$ cat config.mk
export PLATFORM = sky130hd
export DESIGN_NAME = mips_fetch_stage_flat
export DESIGN_NICKNAME = d
export VERILOG_FILES = /design/src/rtl/mips_pkg.sv /design/src/rtl/mips_fetch_if.sv /design/src/rtl/mips_pc_reg.sv /design/src/rtl/mips_fetch_stage.sv /design/src/flat_wrapper.sv
export SDC_FILE = /design/constraint.sdc
export NUM_CORES = 1
export LEC_CHECK = 0
export BUFFER_PORTS_ARGS = -buffer_cell sky130_fd_sc_hd__buf_2
export CORE_MARGIN = 1.5
export CORE_UTILIZATION = 28
export CTS_BUF_LIST = sky130_fd_sc_hd__clkbuf_16
export DETAILED_ROUTE_END_ITERATION = 6
export PLACE_DENSITY = 0.57
export REMOVE_ABC_BUFFERS = 1
export SETUP_SLACK_MARGIN = 0.4
export SLEW_MARGIN = 10
export SYNTH_ARGS = -nofsm -noshare
export SYNTH_HDL_FRONTEND = slang
export SYNTH_SLANG_ARGS = --single-unit
$ cat constraint.sdc
create_clock -name clk -period 2.6 [get_ports clk]
set_input_delay 0.39 -clock clk [delete_from_list [all_inputs] [get_ports clk]]
set_output_delay 0.39 -clock clk [all_outputs]
set_load 0.1 [all_outputs]
$ cat src/rtl/mips_pkg.sv
// Shared definitions for the MIPS fetch stage:
// FSM encoding, memory map defaults and the NOP word.
package mips_pkg;

   typedef enum logic [1:0] {
      BOOT     = 2'd0,
      RUN      = 2'd1,
      REDIRECT = 2'd2
   } fetch_state_t;

   localparam int          MEM_SIZE_DEF = 512;
   localparam int          EXC_ADDR_DEF = MEM_SIZE_DEF - 120;
   localparam logic [31:0] NOP          = 32'h0;

   function automatic logic [31:0] pc_plus4(
      input logic [31:0] pc
   );
      return pc + 32'd4;
   endfunction

endpackage

$ cat src/rtl/mips_fetch_if.sv
// Fetch-stage bus: instruction memory, ID control
// inputs and the IF/ID pipeline register outputs.
interface mips_fetch_if;

   logic [31:0] PC;
   logic [31:0] Instruction;
   logic        stall;
   logic        branch_taken;
   logic [31:0] branch_target;
   logic        exc_req;
   logic [31:0] if_id_inst;
   logic [31:0] if_id_pc4;
   logic        if_id_valid;
   logic [31:0] epc;
   logic        fetch_fault;

   modport master (
      output PC,
      input  Instruction,
      input  stall,
      input  branch_taken,
      input  branch_target,
      input  exc_req,
      output if_id_inst,
      output if_id_pc4,
      output if_id_valid,
      output epc,
      output fetch_fault
   );

   modport slave (
      input  PC,
      output Instruction,
      output stall,
      output branch_taken,
      output branch_target,
      output exc_req,
      input  if_id_inst,
      input  if_id_pc4,
      input  if_id_valid,
      input  epc,
      input  fetch_fault
   );

endinterface

$ cat src/rtl/mips_pc_reg.sv
// Program counter register with asynchronous
// active-low reset and a load enable.
module mips_pc_reg (
   input  logic        clk,
   input  logic        reset,
   input  logic        en,
   input  logic [31:0] d,
   output logic [31:0] q
);

   always_ff @(posedge clk or negedge reset) begin
      if (!reset)
         q <= 32'h0;
      else if (en)
         q <= d;
   end

endmodule

$ cat src/rtl/mips_fetch_stage.sv
// MIPS IF stage: PC sequencing, redirect/exception
// vectoring, fetch-fault detection and IF/ID register.
import mips_pkg::*;

module mips_fetch_stage #(
   parameter int MEM_SIZE = MEM_SIZE_DEF,
   parameter int EXC_ADDR = MEM_SIZE - 120
) (
   input logic          clk,
   input logic          reset,
   mips_fetch_if.master f
);

   localparam logic [31:0] LAST_PC = 32'(MEM_SIZE - 4);
   localparam logic [31:0] EXC_PC  = 32'(EXC_ADDR);

   fetch_state_t state, state_nx;
   logic [31:0]  pc, pc_nx, pc4;
   logic         pc_en;
   logic [31:0]  inst_q, inst_nx;
   logic [31:0]  pc4_q, pc4_nx;
   logic [31:0]  epc_q, epc_nx;
   logic         valid_q, valid_nx;
   logic         fault_q, fault_nx;
   logic         fault;

   mips_pc_reg u_pc (
      .clk   (clk),
      .reset (reset),
      .en    (pc_en),
      .d     (pc_nx),
      .q     (pc)
   );

   assign pc4   = pc_plus4(pc);
   assign fault = (pc[1:0] != 2'b00) ||
                  (pc > LAST_PC);

   always_comb begin
      state_nx = state;
      pc_en    = 1'b1;
      pc_nx    = pc4;
      inst_nx  = inst_q;
      pc4_nx   = pc4_q;
      valid_nx = valid_q;
      epc_nx   = epc_q;
      fault_nx = 1'b0;
      unique case (state)
         BOOT: begin
            inst_nx  = f.Instruction;
            pc4_nx   = pc4;
            valid_nx = 1'b1;
            state_nx = RUN;
         end
         REDIRECT: begin
            // handler fetch ignores stall; exc re-vectors without epc
            if (f.exc_req) begin
               pc_nx    = EXC_PC;
               valid_nx = 1'b0;
            end else begin
               inst_nx  = f.Instruction;
               pc4_nx   = pc4;
               valid_nx = 1'b1;
               state_nx = RUN;
            end
         end
         RUN: begin
            if (f.exc_req || fault) begin
               pc_nx    = EXC_PC;
               valid_nx = 1'b0;
               epc_nx   = pc;
               fault_nx = !f.exc_req;
               state_nx = REDIRECT;
            end else if (f.branch_taken) begin
               pc_nx    = f.branch_target;
               valid_nx = 1'b0;
            end else if (f.stall) begin
               pc_en    = 1'b0;
            end else begin
               inst_nx  = f.Instruction;
               pc4_nx   = pc4;
               valid_nx = 1'b1;
            end
         end
         default: state_nx = BOOT;
      endcase
   end

   always_ff @(posedge clk or negedge reset) begin
      if (!reset) begin
         state   <= BOOT;
         inst_q  <= NOP;
         pc4_q   <= 32'h0;
         valid_q <= 1'b0;
         epc_q   <= 32'h0;
         fault_q <= 1'b0;
      end else begin
         state   <= state_nx;
         inst_q  <= inst_nx;
         pc4_q   <= pc4_nx;
         valid_q <= valid_nx;
         epc_q   <= epc_nx;
         fault_q <= fault_nx;
      end
   end

   assign f.PC          = pc;
   assign f.if_id_inst  = inst_q;
   assign f.if_id_pc4   = pc4_q;
   assign f.if_id_valid = valid_q;
   assign f.epc         = epc_q;
   assign f.fetch_fault = fault_q;

endmodule

$ cat src/flat_wrapper.sv
// flat-port wrapper written by rule: the top's interface ports become plain ports
module mips_fetch_stage_flat 
#(
   parameter int MEM_SIZE = MEM_SIZE_DEF,
   parameter int EXC_ADDR = MEM_SIZE - 120
)
  (clk, reset, f_PC, f_Instruction, f_stall, f_branch_taken, f_branch_target, f_exc_req, f_if_id_inst, f_if_id_pc4, f_if_id_valid, f_epc, f_fetch_fault);
  mips_fetch_if f_i ();
  input logic clk;
  input logic reset;
  output wire logic [$bits(f_i.PC)-1:0] f_PC;
  input wire logic [$bits(f_i.Instruction)-1:0] f_Instruction;
  input wire logic [$bits(f_i.stall)-1:0] f_stall;
  input wire logic [$bits(f_i.branch_taken)-1:0] f_branch_taken;
  input wire logic [$bits(f_i.branch_target)-1:0] f_branch_target;
  input wire logic [$bits(f_i.exc_req)-1:0] f_exc_req;
  output wire logic [$bits(f_i.if_id_inst)-1:0] f_if_id_inst;
  output wire logic [$bits(f_i.if_id_pc4)-1:0] f_if_id_pc4;
  output wire logic [$bits(f_i.if_id_valid)-1:0] f_if_id_valid;
  output wire logic [$bits(f_i.epc)-1:0] f_epc;
  output wire logic [$bits(f_i.fetch_fault)-1:0] f_fetch_fault;
  assign f_PC = f_i.PC;
  assign f_i.Instruction = f_Instruction;
  assign f_i.stall = f_stall;
  assign f_i.branch_taken = f_branch_taken;
  assign f_i.branch_target = f_branch_target;
  assign f_i.exc_req = f_exc_req;
  assign f_if_id_inst = f_i.if_id_inst;
  assign f_if_id_pc4 = f_i.if_id_pc4;
  assign f_if_id_valid = f_i.if_id_valid;
  assign f_epc = f_i.epc;
  assign f_fetch_fault = f_i.fetch_fault;
  mips_fetch_stage #(.MEM_SIZE(MEM_SIZE), .EXC_ADDR(EXC_ADDR)) u_core (.clk(clk), .reset(reset), .f(f_i));
endmodule
# Word level (Yosys, flattened, before mapping)
# Cells that the tools add are included.
# word_totals
register_bits	132
latchBits	0
ramBits	0
romBits	0
input_bits	69
output_inout_bits	130
wordCells	55
mem_count	0
# op_classes
n_addsub	1
n_mul	0
n_div	0
n_lt_le_gt_ge	1
n_eq_ne	8
shift	0
muxes	28
bitwise	0
n_reduce_logical	10
# ops
op	n
$mux 32	11
$pmux 32 s3	2
$pmux 32 s2	1
$add 32x3->32 const B	1
$gt 32x9->1 const B	1
$mux 1	10
$ne 2x2->1 const B	4
$pmux 2 s3	1
$reduce_and 2->1	3
$reduce_and 5->1	1
$mux 2	2
$ne 4x3->1 const B	1
$pmux 1 s3	1
$reduce_bool 3->1	1
$eq 2x1->1 const B	1
$eq 2x2->1 const B	1
$logic_not 2->1	1
$logic_or 1x1->1	2
$ne 2x1->1 const B	1
$reduce_bool 2->1	1
$logic_not 1->1	1

# Logic depth before layout (Yosys ltp)
# Gate-level depths: netlist of run 1.
# depth
word_depth	5
depth_mapped	9
mapped_depth_nobuf	7

# Cells and area by module
# A second synthesis of run 1 with hierarchy kept.
# unflattened
hier_cells	471
area_unflattened_um2	6376.1
# by_module_without_submodules
mod	instances	cells_per_inst	area_each_um2	seq_area_each_um2
mips_fetch_stage	1	403	5031.1	2502.4
mips_pc_reg	1	68	1345.0	800.8

# Worst setup path after synthesis of run 1
# No wires, ideal clock.
# synth_timing
path_type	flip-flop to flip-flop
startpoint	register u_core.u_pc.q[3]
endpoint	register u_core.pc4_q[20], in the netlist u_core.f.if_id_pc4[20]
setup_time_ns	0.125
arrival_ns	2.731
required_time_ns	2.475
slack_ns	-0.257
path_stages_with_launch	7
n_path_buf	0
period_less_slack_ns	2.857
cell_sequence	dfrtp_1 > ha_1 > nand4_1 > nor4_2 > nand4_1 > xnor2_1 > mux2_4
# synth_between
elab_chain_cells	5
elab_cells_between_ends	11
cone_classes	add/sub: 1; order compare: 1; eq/ne: 1; mux: 5; reduce/logical: 3
# synth_lines
item	line	rtl
start: declaration	mips_pc_reg.sv:8	output logic [31:0] q
start signal: assignment	mips_pc_reg.sv:13	q <= 32'h0;
start signal: assignment	mips_pc_reg.sv:15	q <= d;
$add 32x3->32 or $gt 32x9->1 (tied branches)	mips_pkg.sv:18, mips_fetch_stage.sv:37	
$mux 32 or $logic_or 1x1->1 (tied branches)	mips_fetch_stage.sv:77, mips_fetch_stage.sv:36	
$mux 32 or $logic_or 1x1->1 (tied branches)	mips_fetch_stage.sv:74, mips_fetch_stage.sv:68	
$mux 32 or $ne 2x2->1 (tied branches)	n/a	
$pmux 32 s3 or $reduce_and 5->1 (tied branches)	n/a	
end signal: assignment	mips_fetch_stage.sv:100	pc4_q <= pc4_nx;
end: declaration	mips_fetch_stage.sv:21	logic [31:0] pc4_q, pc4_nx;
# Parallel ways exist; a longest one is shown, timed or not. The select of a mux whose other input is x is not followed.
# A chain may end at the register's enable or synchronous reset.

# Worst setup path after layout of run 1
# layout_timing
startpoint	register u_core.u_pc.q[27]
endpoint	register u_core.inst_q[8], in the netlist u_core.f.if_id_inst[8]
# layout_between
elab_chain_cells	5
# layout_lines
item	line	rtl
$gt 32x9->1	mips_fetch_stage.sv:37	(pc > LAST_PC);
$logic_or 1x1->1	mips_fetch_stage.sv:36	assign fault = (pc[1:0] != 2'b00) ||
$logic_or 1x1->1	mips_fetch_stage.sv:68	if (f.exc_req || fault) begin
$ne 2x2->1 (no line)	n/a	
$reduce_and 5->1 (no line)	n/a	
end signal: assignment	mips_fetch_stage.sv:99	inst_q <= inst_nx;
end: declaration	mips_fetch_stage.sv:20	logic [31:0] inst_q, inst_nx;
# No other way between the ends.

==> results of run 1 <==
==> per-layer routing <==
metal	vias up	global-route usage, %
met2	149	25.4
met4	0	4.81
met3	16	4.48
met5	-	0
met1	2332	20.8
li1	2202	-
==> cell type report <==
class                      count  area share, %
clock buffer                  17           4.95
inverter                       9          0.393
clock inverter                15           1.64
multi-input combinational    294           32.7
sequential                   132           38.5
timing repair buffer         252           17.8
tap                          280           4.08
==> repair_timing <==
action                     CTS  global route
resized for setup           17            17
hold endpoints to repair    58             0
pin swaps                    8             6
hold buffers                 1             0
cloned                       2             2
buffers inserted             6             6
setup endpoints to repair   97           120
==> critical path, delay by kind of cell (launching register included) <==
kind / cells / cell delay [ns]
compound gates: 1 / 0.30
flops: 1 / 0.42
buf+inv: 3 / 0.52
simple gates: 3 / 0.50
mux: 1 / 0.31
==> stage by stage <==
stage	setup TNS (ns)	util [%]
after floorplan	-197.11	-
after detailed placement	0	35.4
after CTS	0	38.8
final	0	39.5
after global routing	0	39.5
after global placement	0	35.4
==> cell usage in the layout (no fill, tap or decap), types with 4 or more instances in the layout <==
cell type | Yosys | final
inv_1 | 9 | 10
clkbuf_16 | 0 | 18
buf_2 | 10 | 197
clkinv_2 | 0 | 5
xor2_1 | 6 | 6
mux2_2 | 31 | 31
buf_4 | 3 | 39
a22o_1 | 23 | 23
dfrtp_2 | 0 | 4
nor3_1 | 5 | 4
nor4_4 | 1 | 5
nand3_1 | 17 | 17
mux2_4 | 60 | 60
buf_6 | 6 | 8
a21oi_1 | 5 | 4
nand4_1 | 13 | 13
dfrtp_1 | 132 | 128
xnor2_1 | 21 | 21
nand2_1 | 28 | 28
nor2_1 | 8 | 6
o21ai_0 | 10 | 10
==> worst min-delay path by stage <==
stage	start	end	slack, ns
6_report	f_branch_target[1]	u_core.u_pc.q[1]$_DFFE_PN0P_	0.19
5_1_grt	f_branch_target[24]	u_core.u_pc.q[24]$_DFFE_PN0P_	0.18
4_1_cts	f_branch_target[1]	u_core.u_pc.q[1]$_DFFE_PN0P_	0.17
3_5_place_dp	reset	u_core.f.epc[4]$_DFFE_PN0P_	0.42
3_3_place_gp	reset	u_core.f.epc[4]$_DFFE_PN0P_	0.42
2_1_floorplan	reset	u_core.f.epc[0]$_DFFE_PN0P_	0.09
==> logic make-up (layout without fill, tap and decap cells) <==
family	after synthesis	count (layout)	share of synthesized area (%)
AO/OA/AOI/OAI	64	64	8.10
XOR/XNOR	27	27	3.81
adder cells (fa/ha/maj)	5	5	1.01
flip-flops	132	132	53.2
buffers and inverters	38	293	3.41
AND/OR/NAND/NOR	104	104	9.86
multiplexers	94	94	20.6
==> registers in the layout, summed over array words and instances, names as in the netlist <==
register,count
u_core.f.fetch_fault,1
u_core.f.if_id_inst,32
u_core.state,2
u_core.u_pc.q,32
u_core.f.if_id_pc4,32
u_core.f.epc,32
u_core.f.if_id_valid,1
==> summary.txt, run 1 <==
Critical path
  • Crit Reg-Reg Endpoint: u_core.f.if_id_inst[8]$_DFFE_PN0P_
  • Slowest CP cell: dfrtp_2
  • Crit end category: flip-flop
  • Critical Path AT: 2.48 ns
  • R2r startpoint: u_core.u_pc.q[27]$_DFFE_PN0P_
  • Worst-path fanout max: 16
  • CP Cell Sequence: nor4_4 > buf_4 > nand4_4 > o41ai_2 > nand3b_1 > buf_6 > buf_16 > mux2_4
  • Crit path capture: u_core.f.if_id_inst[8]$_DFFE_PN0P_
  • Worst Setup SP: u_core.u_pc.q[27]$_DFFE_PN0P_
  • WS Path Type: flip-flop to flip-flop
  • R2R depth: 8
  • Crit start category: flip-flop
  • R2r setup slk: roughly 0.41 ns
  • Slowest Stage Delay on Critical Path: around 0.42 ns
  • Critical Path RT: 2.89 ns

Place
  • Placed Area: 0.00771 sq mm
  • Dpl cells: 950
  • GP Congestion: 0.809
  • DPL Wire Length: around 13,000 um
  • Number of port buffers: roughly 200
  • Place WS: between 0.2 and 0.3 ns

Global route
  • Total GRT Usage: 15.9%
  • First-pass GRT wire length: between 20,000 and 30,000 um
  • GR Overflow Total: 0
  • Antenna violations before repair: 0
  • Vias in the first global route: 4,747
  • Largest net degree at the start of global routing: 61

Timing
  • Relative slew slack: 60.2%
  • Max Slew Vio Count: 0
  • Hold Fails Final Rpt: 0
  • RSZ-0062 raised after global routing: yes
  • Min Tclk post-route: 2.19 ns
  • Tcrit/Tclk final: about 84%
  • Fin worst setup slack: 0.414 ns
  • Worst slew pin tran: 0.597 ns
  • Max Fclk: 0.457 GHz
  • Hold WS: 0.192 ns
  • Skew final: 0.0116 ns
  • Final setup violation count: 0

Final layout
  • Register area: 0.00331 sq mm
  • Share of cells above drive strength 1: 55.2%
  • Non-filler instance count after layout: ~1,000
  • # fillers: 2,123
  • Diodes inserted: 0
  • Design area: 0.00860 sq mm
  • Area of the multi-input gates: 0.00281 sq mm
  • Nets@finish: 780
  • Area Overhead vs Synth: 38.5%

Synthesis
  • Post-synth top area share: 53.2%
  • EDFF count, synth: 0
  • Synth warn: 0
  • Ys flop type: dfrtp_1
  • Largest area contributor in the netlist: dfrtp_1
  • Syn avg cell area: 13.4 sq um
  • #FFs+latches synth: 132
  • Distinct cells, synth: 55
  • Count leader, synth: dfrtp_1
  • Sequential fraction of the synthesis area: 53.2%
  • Top post-synthesis cells by area: dfrtp_1 53%, mux2_4 15%, mux2_2 5.6%
  • Top cell types by occurrence after synthesis: 132 x dfrtp_1, 60 x mux2_4, 31 x mux2_2
  • Area of the mapped netlist: just over 0.006 sq mm
  • Asr flop ratio synth: 100%
  • Mapped Cells: roughly 460

Min path
  • Hold path depth: 3
  • Worst min path class: input port to flip-flop

Floorplanning
  • Die W: 152 um
  • Area of the core: between 0.02 and 0.025 sq mm
  • Vert. Die Dim: 152 um
  • I/O pin cnt: 199
  • # rows: 54
  • Initial Utilization: 28.5%
  • Total Die Area: 0.0231 sq mm

Drt
  • DR top layer: met4
  • Wire length on met1: between 8000 and 9000 um
  • # DRC: 0
  • Average routed wire per standard cell: 18.6 um
  • Via count: 4,699
  • Via density: 4.70
  • Routed Antenna Nets: 0
  • Met3 wire length: about 1100 um
  • DRT iter0 DRCs: 277
  • Post-Route WL: 18,500 um
  • Metal2 WL: between 8000 and 9000 um
  • Drt pass-1 iters: 4

Status
  • Status: complete, no violations

Clock network
  • Clock sinks: around 130
  • TritonCTS Buffers: 17
  • Clock root buffer: clkbuf_16
  • # H-tree levels: 4
  • Clock transition at path regs: 0.06 ns
  • Clock Latency Late Sink: 0.42 ns
  • CTS tree: done
  • Worst-case clock buffer depth: 2

Flow run
  • Maxcap violations: 0
Power of run 1 is not shown: default switching activity piles up to over one toggle a cycle in this logic, so the estimate is an artifact.
==> inputs of run 2 (changes only) <==
--- a/config.mk
+++ b/config.mk
@@ -10,7 +10,7 @@
 export CORE_UTILIZATION = 28
 export CTS_BUF_LIST = sky130_fd_sc_hd__clkbuf_16
 export DETAILED_ROUTE_END_ITERATION = 6
-export PLACE_DENSITY = 0.57
+export PLACE_DENSITY = 0.59
 export REMOVE_ABC_BUFFERS = 1
 export SETUP_SLACK_MARGIN = 0.4
 export SLEW_MARGIN = 10
==> constraint.sdc (replaced) <==
create_clock -name clk -period 2 [get_ports clk]
set_input_delay 0.3 -clock clk [delete_from_list [all_inputs] [get_ports clk]]
set_output_delay 0.3 -clock clk [all_outputs]
set_load 0.1 [all_outputs]
==> run 2 against run 1 <==
  * The run now ends with setup timing left
  * Sequential share of layout area decreased by 4.3 points
  * Critical path depth is the same
  * Maximum frequency fell by 2.7%
  * Count of clock-buffer cells in the layout unchanged
  * Final cell count increased by 6.5%
  * Non-clock buffer count grew 70
  * Via count increased by 6.3%
  * First-iteration DRC count is 8.3% higher
  * Register-to-register slack worse by 0.66 ns
==> summary.txt, run 2 (synthesized netlist as in run 1, its figures left out) <==
Timing
  • Skew final: 0.0142 ns (+0.00253 ns)
  • Tcrit/Tclk final: 112% (+28 points)
  • Fin worst setup slack: -0.246 ns (-0.660 ns)
  • Relative slew slack: 60.8% (+0.54 points)
  • Hold Fails Final Rpt: 0 (unchanged)
  • Worst slew pin tran: 0.589 ns (-0.00803 ns)
  • Final setup violation count: 124 (+124)
  • Max Slew Vio Count: 0 (unchanged)
  • Hold WS: 0.102 ns (-0.0896 ns)
  • RSZ-0062 raised after global routing: yes
  • Min Tclk post-route: 2.25 ns (+0.0600 ns)
  • Max Fclk: 0.445 GHz (-2.7%)

Drt
  • Average routed wire per standard cell: 18.8 um (+1.5%)
  • Drt pass-1 iters: 6 (+2)
  • Via count: 4,995 (+6.3%)
  • Post-Route WL: 20,000 um (+8.1%)
  • Routed Antenna Nets: 0 (unchanged)
  • DRT iter0 DRCs: 300 (+8.3%)
  • # DRC: 0 (unchanged)
  • Via density: 4.69 (-0.19%)

Min path
  • Worst min path class: input port to flip-flop

Global route
  • Total GRT Usage: 17.3% (+1.4 points)
  • Largest net degree at the start of global routing: 60 (-1.6%)
  • First-pass GRT wire length: 30,600 um (+8.7%)
  • GR Overflow Total: 0 (unchanged)
  • Antenna violations before repair: 0 (unchanged)
  • Vias in the first global route: 5,152 (+8.5%)

Critical path
  • CP Cell Sequence: nor4_2 > buf_4 > nand4_4 > o41ai_2 > nand3b_1 > buf_6 > buf_12 > mux2_4
  • Critical Path AT: 2.53 ns (+0.05 ns)
  • Slowest Stage Delay on Critical Path: 0.40 ns (-0.02 ns)
  • Buf/Inv on CP: 3 (unchanged)
  • Slowest CP cell: dfrtp_1
  • Crit start category: flip-flop
  • Critical Path RT: 2.29 ns (-0.60 ns)
  • Worst-path fanout max: 23 (+7)
  • WS Path Type: flip-flop to flip-flop
  • Crit path max-delay family: simple AND/OR/NAND/NOR gates
  • Crit end category: flip-flop

Final layout
  • Diodes inserted: 0 (unchanged)
  • Share of cells above drive strength 1: 60.6% (+5.4 points)
  • Final Core Density: 44.4% (+4.9 points)
  • # fillers: 2,023 (-4.7%)
  • Area Overhead vs Synth: 55.6%
  • Most common cell after layout, fill and taps aside: buf_2
  • Design area: 0.00966 sq mm (+12%)
  • Most frequent cells in the layout: 164 x buf_2, 131 x dfrtp_1, 97 x buf_4, 87 x mux2_4, 36 x buf_6
  • Nets@finish: 850 (+9.0%)

Floorplanning
  • Die W: 152 um (unchanged)
  • Initial Utilization: 28.5% (unchanged)
  • Total Die Area: 0.0231 sq mm (unchanged)
  • # rows: 54 (unchanged)
  • I/O pin cnt: 199 (unchanged)
  • Vert. Die Dim: 152 um (unchanged)
  • Area of the core: 0.0218 sq mm (unchanged)

Clock network
  • Clock sinks: 132 (unchanged)
  • Clock transition at path regs: 0.06 ns (about the same)
  • Worst-case clock buffer depth: 2 (unchanged)
  • CTS tree: done
  • # H-tree levels: 4 (unchanged)
  • Clock Latency Late Sink: 0.41 ns (about the same)
  • TritonCTS Buffers: 17 (unchanged)
  • Clock root buffer: clkbuf_16

Flow run
  • Maxcap violations: 0 (unchanged)

Place
  • GP Congestion: 0.833 (+3.0%)
  • DPL Wire Length: 13,200 um (+3.3%)
  • Placed Area: 0.00807 sq mm (+4.7%)
  • Number of port buffers: 198 (unchanged)

Status
  • Status: finished, violations left
  • Failing checks: setup timing
## run 2: cell count changes in the layout (fill, tap and decap cells not counted), sizes merged
| cell | delta |
|---|---|
| clkbuf | +1 |
| clkinvlp | -1 |
| clkinv | -3 |
| buf | +69 |
| bufinv | -1 |
## run 2: metrics by stage
step | cells | setup TNS [ns] | worst slack [ns]
after global routing | 1064 | -32.60 | -0.331
after CTS | 1057 | -18.48 | -0.225
after floorplan | 435 | -274.49 | -3.32
final | 1064 | -21.73 | -0.246
after global placement | 997 | -24.75 | -0.260
after detailed placement | 997 | -19.88 | -0.230
## run 2: metal layers
metal | GRT usage (%) | vias to the layer above | wire, um
met1 | 23.3 | 2486 | 9320
met5 | 0 | - | 0
met2 | 27.5 | 159 | 9450
li1 | - | 2329 | -
met4 | 4.48 | 0 | 254
met3 | 4.65 | 21 | 1020
## run 2: worst paths after layout
kind / cells after the start / from / endpoint / slack (ns)
setup / recovery: 8 / u_core.u_pc.q[28]$_DFFE_PN0P_ / u_core.f.if_id_inst[24]$_DFFE_PN0P_ / -0.25
hold / removal: 2 / f_branch_target[11] / u_core.u_pc.q[11]$_DFFE_PN0P_ / 0.10
setup reg to reg: 8 / u_core.u_pc.q[28]$_DFFE_PN0P_ / u_core.f.if_id_inst[24]$_DFFE_PN0P_ / -0.25
hold reg to reg: 2 / u_core.f.epc[11]$_DFFE_PN0P_ / u_core.f.epc[11]$_DFFE_PN0P_ / 0.49
max in group asynchronous: 3 / reset / u_core.u_pc.q[5]$_DFFE_PN0P_ / 0.93
min in group asynchronous: 2 / reset / u_core.f.if_id_inst[14]$_DFFE_PN0P_ / 0.43
## run 2: worst register-to-register path, delay by kind of cell (launching register included)
kind                   cells  cell delay, ns
AO/OA/AOI/OAI              1            0.30
flip-flops                 1            0.40
AND/OR/NAND/NOR            3            0.59
multiplexers               1            0.35
buffers and inverters      3            0.50
## run 2: layout make-up
cell class | count | area [sq um] | area share (%)
clock inverters | 10 | 73.8 | 0.764
flip-flops and latches | 132 | 3300 | 34.2
clock buffers | 17 | 425 | 4.40
repair buffers | 322 | 2460 | 25.5
well taps | 280 | 350 | 3.63
inverters | 9 | 33.8 | 0.350
multi-input cells | 294 | 3010 | 31.1
## run 2: timing repair
item,in CTS,in global routing
pin swaps,27,30
endpoints found under the setup margin,163,137
hold endpoints to repair,56,0
setup buffers,22,6
resized for setup,122,49
hold buffers,1,0
gates cloned,10,1
Power of run 2 is left out for the same reason.
==> inputs of run 3 (changes only) <==
--- a/config.mk
+++ b/config.mk
@@ -6,7 +6,7 @@
 export NUM_CORES = 1
 export LEC_CHECK = 0
 export BUFFER_PORTS_ARGS = -buffer_cell sky130_fd_sc_hd__buf_2
-export CORE_MARGIN = 1.5
+export CORE_MARGIN = 2
 export CORE_UTILIZATION = 28
 export CTS_BUF_LIST = sky130_fd_sc_hd__clkbuf_16
 export DETAILED_ROUTE_END_ITERATION = 6
==> constraint.sdc (replaced) <==
create_clock -name clk -period 2 [get_ports clk]
set_input_delay 0.3 -clock clk [delete_from_list [all_inputs] [get_ports clk]]
set_output_delay 0.3 -clock clk [all_outputs]
set_load 0.01 [all_outputs]
==> run 3 against run 2 <==
  * The run still ends with setup timing left
  * Design area fell by 1.4%
  * Global-route usage fell by 0.27 points
  * Clock skew fell by 0.0061 ns
  * Sequential cell count unchanged
  * Die area rose by 1.3%
==> summary.txt, run 3 (synthesized netlist as in run 1, its figures left out) <==
Status
  • Status: finished, violations left
  • Failing checks: setup timing

Timing
  • Max Slew Vio Count: 0 (unchanged)
  • RSZ-0062 raised after global routing: yes
  • Skew final: 0.00804 ns (-0.00613 ns)
  • Final setup violation count: 127 (+2.4%)
  • Tcrit/Tclk final: 112% (-0.60 points)
  • Hold Fails Final Rpt: 0 (unchanged)
  • Relative slew slack: 64.9% (+4.1 points)
  • Max Fclk: 0.448 GHz (+0.54%)
  • Worst slew pin tran: 0.527 ns (-0.0622 ns)
  • Fin worst setup slack: -0.234 ns (+0.0120 ns)
  • Min Tclk post-route: 2.23 ns (-0.0120 ns)
  • Hold WS: 0.104 ns (+0.00184 ns)
  • Fin Setup TNS: -20.00 ns (+1.73 ns)

Critical path
  • R2r setup slk: -0.23 ns (about the same)
  • Crit end category: flip-flop
  • Crit start category: flip-flop
  • Worst-path fanout max: 5 (-78%)
  • Critical Path AT: 2.53 ns (about the same)
  • Crit Reg-Reg Endpoint: u_core.f.epc[20]$_DFFE_PN0P_
  • R2R depth: 8 (unchanged)
  • R2r startpoint: u_core.u_pc.q[28]$_DFFE_PN0P_
  • Critical Path RT: 2.29 ns (about the same)
  • WS Path Type: flip-flop to flip-flop

Clock network
  • Clock Latency Late Sink: 0.42 ns (about the same)
  • Clock root buffer: clkbuf_16
  • CTS tree: done
  • TritonCTS Buffers: 17 (unchanged)
  • Worst-case clock buffer depth: 2 (unchanged)
  • Clock transition at path regs: 0.06 ns (about the same)
  • # H-tree levels: 4 (unchanged)
  • Clock sinks: 132 (unchanged)

Global route
  • Total GRT Usage: 17.0% (-0.27 points)
  • Vias in the first global route: 5,183 (+0.60%)
  • First-pass GRT wire length: 30,700 um (+0.18%)
  • Antenna violations before repair: 1 (+1)
  • GR Overflow Total: 0 (unchanged)
  • Largest net degree at the start of global routing: 52 (-13%)

Place
  • Number of port buffers: 198 (unchanged)
  • GP Congestion: 0.831 (-0.30%)
  • DPL Wire Length: 13,600 um (+3.1%)

Floorplanning
  • I/O pin cnt: 199 (unchanged)
  • Total Die Area: 0.0234 sq mm (+1.3%)
  • Vert. Die Dim: 153 um (+0.66%)
  • Initial Utilization: 28.4% (-0.088 points)
  • # rows: 54 (unchanged)
  • Die W: 153 um (+0.66%)
  • Area of the core: 0.0218 sq mm (+0.31%)

Final layout
  • Nets@finish: 852 (+0.24%)
  • Most frequent cells in the layout: 197 x buf_2, 132 x dfrtp_1, 87 x mux2_4, 87 x buf_4, 24 x buf_6
  • # fillers: 1,974 (-2.4%)
  • Final Core Density: 43.7% (-0.74 points)
  • Most common cell after layout, fill and taps aside: buf_2
  • Area Overhead vs Synth: 53.4%
  • Diodes inserted: 0 (unchanged)
  • Share of cells above drive strength 1: 60.4% (-0.16 points)

Min path
  • Worst min path class: input port to flip-flop
  • Hold path depth: 2 (unchanged)
  • Hold Path End: u_core.u_pc.q[22]$_DFFE_PN0P_
  • Hold Path Origin: f_branch_target[22]

Drt
  • Via count: 5,008 (+0.26%)
  • Drt pass-1 iters: 4 (-2)
  • DRT iter0 DRCs: 329 (+9.7%)
  • Via density: 4.68 (-0.40%)
  • Post-Route WL: 20,300 um (+1.4%)
  • Routed Antenna Nets: 0 (unchanged)
  • # DRC: 0 (unchanged)
  • Average routed wire per standard cell: 19.0 um (+0.73%)

Pwr
  • Maximum VDD drop: 1.33 mV
  • Power density cells: 2260 mW/mm^2
  • Leakage: about 0.005 uW

Flow run
  • Maxcap violations: 0 (unchanged)
==> run 3: how the worst max path moves through the flow <==
stage,start,endpoint,depth (start not counted)
global route,u_core.u_pc.q[20]$_DFFE_PN0P_,u_core.u_pc.q[24]$_DFFE_PN0P_,10
CTS,u_core.u_pc.q[15]$_DFFE_PN0P_,u_core.f.if_id_inst[28]$_DFFE_PN0P_,8
detailed placement,u_core.u_pc.q[28]$_DFFE_PN0P_,u_core.f.if_id_inst[16]$_DFFE_PN0P_,7
finish,u_core.u_pc.q[28]$_DFFE_PN0P_,u_core.f.epc[20]$_DFFE_PN0P_,8
global placement,u_core.u_pc.q[28]$_DFFE_PN0P_,u_core.f.if_id_inst[7]$_DFFE_PN0P_,7
floorplan,u_core.u_pc.q[28]$_DFFE_PN0P_,u_core.f.if_id_inst[0]$_DFFE_PN0P_,5
==> run 3: per-layer routing <==
metal | global-route usage [%] | wire length, um | vias to the layer above
li1 | - | - | 2329
met1 | 22.4 | 9140 | 2480
met2 | 27.8 | 9710 | 167
met3 | 4.54 | 1110 | 30
met4 | 4.89 | 354 | 2
met5 | 0 | 16 | -
==> run 3: area by class of cell <==
cell class	instances	area (sq um)	area share, %
clock buffer	17	425	4.47
clock inverter	15	149	1.56
inverter	9	33.8	0.355
multi-input combinational	294	3000	31.5
sequential	132	3300	34.7
tap	280	350	3.68
timing repair buffer	324	2260	23.7
==> run 3: per-stage QoR <==
| stage | cells | setup slack, ns | cell area (sq um) | power, uW |
|---|---|---|---|---|
| 6_report | 1071 | -0.234 | 9530 | 21600 |
| 5_1_grt | 1071 | -0.298 | 9530 | 22700 |
| 4_1_cts | 1060 | -0.195 | 9150 | 19800 |
| 3_5_place_dp | 1004 | -0.293 | 8140 | 14100 |
| 3_3_place_gp | 1004 | -0.199 | 8140 | 14000 |
| 2_1_floorplan | 435 | -2.87 | 6030 | 8740 |
==> run 3: power breakdown <==
part	switching [uW]	internal, uW	leakage, uW
logic	6280	7630	0.00296
registers	697	3860	0.00173
clock network	1180	1920	0.000292
==> run 3: what timing repair did <==
item	in CTS	in global routing
resized for setup	48	60
gates cloned	7	3
hold endpoints to repair	46	0
endpoints found under the setup margin	131	132
buffers inserted	16	8
hold buffers	1	0
pin swaps	39	21
==> run 3: worst max-delay path: stages, from the launching register on <==
cell	delay, ns
dfrtp_1	0.38
nor4_2	0.30
buf_4	0.17
nand4_4	0.13
buf_8	0.17
o31ai_4	0.27
buf_6	0.20
clkbuf_16	0.18
mux2_4	0.30
Note: power is estimated with default switching activity, not from simulation.
